<file path="config.mk">
export PLATFORM = sky130hd
export DESIGN_NAME = cla_pipe_addsub
export DESIGN_NICKNAME = d
export VERILOG_FILES = /design/src/rtl/cla_pkg.sv /design/src/rtl/cla_grp4_pg.sv /design/src/rtl/cla_pipe_addsub.sv
export SDC_FILE = /design/constraint.sdc
export NUM_CORES = 1
export LEC_CHECK = 0
export CAP_MARGIN = 10
export CORE_MARGIN = 3
export CORE_UTILIZATION = 30
export DETAILED_ROUTE_END_ITERATION = 6
export GPL_ROUTABILITY_DRIVEN = 0
export HOLD_SLACK_MARGIN = 0.1
export MAX_ROUTING_LAYER = met4
export SYNTH_ARGS = -nofsm -noshare
export SYNTH_HDL_FRONTEND = slang
export SYNTH_HIERARCHICAL = 1
export SYNTH_SLANG_ARGS = --single-unit
</file>
<file path="constraint.sdc">
create_clock -name clk -period 9.1 [get_ports clk]
set_input_delay 1.82 -clock clk [delete_from_list [all_inputs] [get_ports clk]]
set_output_delay 1.82 -clock clk [all_outputs]
set_load 0.05 [all_outputs]
</file>
<file path="src/rtl/cla_pkg.sv">
// Shared types and constants for the pipelined carry-lookahead adder/subtractor.
package cla_pkg;

  localparam int GRP = 4;

  typedef logic [1:0] op_t;

  localparam op_t OP_ADD = 2'b00;
  localparam op_t OP_ADC = 2'b01;
  localparam op_t OP_SUB = 2'b10;
  localparam op_t OP_SBB = 2'b11;

  // Carry into bit 0: SUB supplies the +1 of two's complement, ADC/SBB take the external carry.
  function automatic logic carry_in(input op_t op, input logic cin);
    logic c;
    case (op)
      OP_ADD:         c = 1'b0;
      OP_SUB:         c = 1'b1;
      OP_ADC, OP_SBB: c = cin;
      default:        c = cin;
    endcase
    return c;
  endfunction

endpackage

</file>
<file path="src/rtl/cla_grp4_pg.sv">
// 4-bit lookahead group: bit sums from an incoming carry, plus group propagate/generate.
module cla_grp4_pg (
  input  logic [3:0] a,
  input  logic [3:0] b,
  input  logic       cin,
  output logic [3:0] s,
  output logic       p,
  output logic       g
);

  logic [3:0] pi;
  logic [3:0] gi;
  logic [3:0] c;

  assign pi = a ^ b;
  assign gi = a & b;

  assign c[0] = cin;
  assign c[1] = gi[0] | (pi[0] & cin);
  assign c[2] = gi[1] | (pi[1] & gi[0]) | (pi[1] & pi[0] & cin);
  assign c[3] = gi[2] | (pi[2] & gi[1]) | (pi[2] & pi[1] & gi[0]) | (pi[2] & pi[1] & pi[0] & cin);

  assign s = pi ^ c;
  assign p = &pi;
  assign g = gi[3] | (pi[3] & gi[2]) | (pi[3] & pi[2] & gi[1]) | (pi[3] & pi[2] & pi[1] & gi[0]);

endmodule

</file>
<file path="src/rtl/cla_pipe_addsub.sv">
// Two-stage pipelined carry-lookahead add/subtract with valid/ready on both sides.
module cla_pipe_addsub
  import cla_pkg::*;
#(
  parameter int WIDTH = 32
) (
  input  logic             clk,
  input  logic             rst,
  input  logic             in_valid,
  output logic             in_ready,
  input  logic [WIDTH-1:0] a,
  input  logic [WIDTH-1:0] b,
  input  logic             cin,
  input  op_t              op,
  output logic             out_valid,
  input  logic             out_ready,
  output logic [WIDTH-1:0] sum,
  output logic             cout,
  output logic             ovf,
  output logic             zero,
  output logic             neg
);

  localparam int NG = WIDTH / GRP;

  logic [WIDTH-1:0] b_eff, s1_unused, s1_a, s1_b, sum2;
  logic [NG-1:0]    gp, gg, p2_unused, g2_unused;
  logic [NG:0]      gc, s1_c;
  logic [2:0]       tx, ty;
  logic             c0, c_msb, la_acc, la_prop;
  logic             s1_valid, s1_cmsb, s2_valid, adv1, adv2;

  assign b_eff = op[1] ? ~b : b;
  assign c0    = carry_in(op, cin);

  for (genvar k = 0; k < NG; k++) begin : g_s1
    cla_grp4_pg u_pg (
      .a  (a[GRP*k +: GRP]),
      .b  (b_eff[GRP*k +: GRP]),
      .cin(1'b0),
      .s  (s1_unused[GRP*k +: GRP]),
      .p  (gp[k]),
      .g  (gg[k])
    );
  end

  // Each group carry is a flat sum-of-products over all lower groups, so no carry ripples.
  always_comb begin
    gc      = '0;
    gc[0]   = c0;
    la_acc  = 1'b0;
    la_prop = 1'b1;
    for (int k = 0; k < NG; k++) begin
      la_acc  = 1'b0;
      la_prop = 1'b1;
      for (int j = k; j >= 0; j--) begin
        la_acc  = la_acc | (la_prop & gg[j]);
        la_prop = la_prop & gp[j];
      end
      gc[k+1] = la_acc | (la_prop & c0);
    end
  end

  assign tx    = a[WIDTH-2 -: 3] ^ b_eff[WIDTH-2 -: 3];
  assign ty    = a[WIDTH-2 -: 3] & b_eff[WIDTH-2 -: 3];
  assign c_msb = ty[2] | (tx[2] & ty[1]) | (tx[2] & tx[1] & ty[0]) | (tx[2] & tx[1] & tx[0] & gc[NG-1]);

  assign adv2      = ~s2_valid | out_ready;
  assign adv1      = ~s1_valid | adv2;
  assign in_ready  = adv1;
  assign out_valid = s2_valid;

  always_ff @(posedge clk) begin
    if (rst) begin
      s1_valid <= 1'b0;
      s1_a     <= '0;
      s1_b     <= '0;
      s1_c     <= '0;
      s1_cmsb  <= 1'b0;
    end else if (adv1) begin
      s1_valid <= in_valid;
      if (in_valid) begin
        s1_a    <= a;
        s1_b    <= b_eff;
        s1_c    <= gc;
        s1_cmsb <= c_msb;
      end
    end
  end

  for (genvar k = 0; k < NG; k++) begin : g_s2
    cla_grp4_pg u_sum (
      .a  (s1_a[GRP*k +: GRP]),
      .b  (s1_b[GRP*k +: GRP]),
      .cin(s1_c[k]),
      .s  (sum2[GRP*k +: GRP]),
      .p  (p2_unused[k]),
      .g  (g2_unused[k])
    );
  end

  // Output register only loads on a real beat, so a stalled result stays put.
  always_ff @(posedge clk) begin
    if (rst) begin
      s2_valid <= 1'b0;
      sum      <= '0;
      cout     <= 1'b0;
      ovf      <= 1'b0;
      zero     <= 1'b0;
      neg      <= 1'b0;
    end else if (adv2) begin
      s2_valid <= s1_valid;
      if (s1_valid) begin
        sum  <= sum2;
        cout <= s1_c[NG];
        ovf  <= s1_cmsb ^ s1_c[NG];
        zero <= (sum2 == '0);
        neg  <= sum2[WIDTH-1];
      end
    end
  end

endmodule

</file>
==> metrics.md <==
| Metric | Value |
|---|---|
| Status | completed |
| Clock slew at reported path FFs | 70 ps |
| Starting DRT DRC Count | 292 |
| PwrDens | 156 mW/mm^2 |
| Clock Sinks | 111 |
| Antenna diodes | 0 |
| Worst min-delay path category | reg -> reg |
| Port Buffers | 108 |
| Cts bufs inserted | 9 |
| Final count of hold timing violations | 0 |
| Ports | 109 |
| Via density | 4.68 |
| Slew @ Worst Pin | 966 ps |
| Pin count of the biggest net entering global routing | 87 |
| TritonCTS clock tree | done |
| Worst-case clock buffer depth | 2 |
| Clk_skew | 11.1 ps |
| Die footprint | 0.0232 mm^2 |
| Post-DRT Antenna Nets | 0 |
| Sw Share | 0.319 |
| P_sw | 397 uW |
| Sequential share of power | 0.433 |
| Tmin final | 5100 ps |
| DIE WIDTH | 152 um |
| Die Ht | 152 um |
| Post-Route WL | 16100 um |
| Avg Cell Area, Syn | 8.16 um^2 |
| Worst setup slack after layout | 4000 ps |
| GRT met3 Usage | 0.0250 |
| Max IR drop VDD | 0.0726 mV |
| First-pass GRT wire length | 26300 um |
| DP Cell Count | 1130 |
| CP Launch Type | input pin |
| Final Setup Violations | 0 |
| Fmax | 0.196 GHz |
| Pre-CTS setup slack | 4000 ps |
| Required time of the critical path | 7280 ps |
| Nets | 1033 |
| Mapped Cells | 786 |
| Initial core utilization | 0.311 |
| Reg2reg start | s1_a[26] |
| Crit share post-route | 0.560 |
| Placed standard-cell area | 0.00771 mm^2 |
| Final Non-Filler Cells | 1146 |
| First-pass DRT Iterations | 5 |
| Synth-to-Final Area Change | 24.7% |
| H-tree levels | 3 |
| RSZ-0062 raised after global routing | false |
| Number of global-route vias before repair | 5134 |
| Met2 Usage GRT | 0.215 |
| Crit path kind | in -> out |
| Hold buffer count at cts | 0 |
| Initial antenna violation count | 0 |
| Yosys Warn Count | 6 |
| Relative slew slack | 0.356 |
| Clk_lat worst skew | 360 ps |
| Row count | 52 |
| Max-cap viol count | 0 |
| Design area | 0.00800 mm^2 |
| Internal power | 847 uW |
| Worst-path maximum fanout | 4 |
| Core area | 0.0206 mm^2 |
| Layer carrying the most global-route usage | met2 |
| DP HPWL | 11700 um |
| Avg WL per Cell | 14.1 um |
| Hold Path Origin | sum[2] |
| Comb pwr share | 0.251 |
| Final hold slack | 456 ps |
| GRT overflow | 0 |
| Fill cells | 2148 |
| # Post-CTS Setup Buffers | 0 |
| CTS resizes | 0 |
| Share of cells above drive strength 1 | 0.0525 |
| Setup TNS Final | 0 ps |
| Drt drc | 0 |
| LEAKAGE | 3.41 nW |
| Pins Over Slew Limit | 0 |
| Met1 usage | 0.200 |
| Critical path launch point | out_ready |
| Synth Net Count | 948 |
| Mapped cell area | 0.00641 mm^2 |
| Vias | 5365 |
| Gr usage total | 0.143 |
| Crit. End Element | output pin |
| Root buf cell | clkbuf_16 |
| Worst Path Arrival | 3280 ps |
| Clk pwr share | 0.316 |
==> layout by cell type (no fill, tap or decap), drive strengths merged, types with 2 or more instances in the layout <==
| master | instances |
|---|---|
| clkdlybuf4s50 | 106 |
| dfxtp | 111 |
| nand2 | 212 |
| nand3 | 25 |
| xnor2 | 17 |
| nor3 | 4 |
| nand3b | 2 |
| a21oi | 130 |
| nor2 | 11 |
| buf | 8 |
| o21ai | 4 |
| inv | 38 |
| a211oi | 5 |
| nor4 | 7 |
| clkinv | 2 |
| and4 | 8 |
| clkbuf | 11 |
| and2 | 2 |
| nand4 | 11 |
| fa | 8 |
| a21o | 18 |
| ha | 83 |
| xor2 | 40 |
==> per-stage QoR <==
| stage | util | total power [mW] |
|---|---|---|
| 5_1_grt | 0.388 | 1.32 |
| 4_1_cts | 0.388 | 1.26 |
| 3_3_place_gp | 0.374 | 0.863 |
| 3_5_place_dp | 0.374 | 0.866 |
| 2_1_floorplan | - | 0.754 |
| 6_report | 0.388 | 1.24 |
==> layer usage <==
metal,share of wire,vias up
met5,0,-
met4,0.0089,0
met3,0.039,11
met2,0.44,101
met1,0.51,2453
li1,-,2800
==> flip-flops by register name, indices dropped and copies added (netlist names) <==
| signal | flops |
|---|---|
| cout | 1 |
| s1_c | 9 |
| s1_valid | 1 |
| s1_b | 32 |
| sum | 32 |
| zero | 1 |
| out_valid | 1 |
| s1_a | 32 |
| ovf | 1 |
| s1_cmsb | 1 |
==> final timing paths <==
kind,end,cells after the start,slack (ps)
worst max-delay path,in_ready,3,4000
worst min-delay path,sum[2],2,460
worst max register to register,zero,7,6920
worst min register to register,sum[2],2,460
==> worst max-delay path: stages <==
cell and delay [ps]:
clkdlybuf4s50_1 460, nand3b_1 170, clkdlybuf4s50_1 830
==> area by class of cell <==
class                   count  area (um^2)  share of cell area
clock buffers              11          253              0.0316
well taps                 270          338              0.0422
clock inverters             5         38.8             0.00485
flip-flops and latches    111         2220               0.278
repair buffers            114         1120               0.140
multi-input cells         599         3890               0.487
inverters                  36          135              0.0169
==> power by group through the flow <==
stage | Combinational, mW | Clock (mW) | Sequential (mW)
CTS | 0.318 | 0.407 | 0.539
global route | 0.351 | 0.431 | 0.543
finish | 0.313 | 0.393 | 0.539
floorplan | 0.179 | 0 | 0.575
global placement | 0.314 | 0 | 0.550
detailed placement | 0.316 | 0 | 0.551
(Power assumes the default switching activity.)
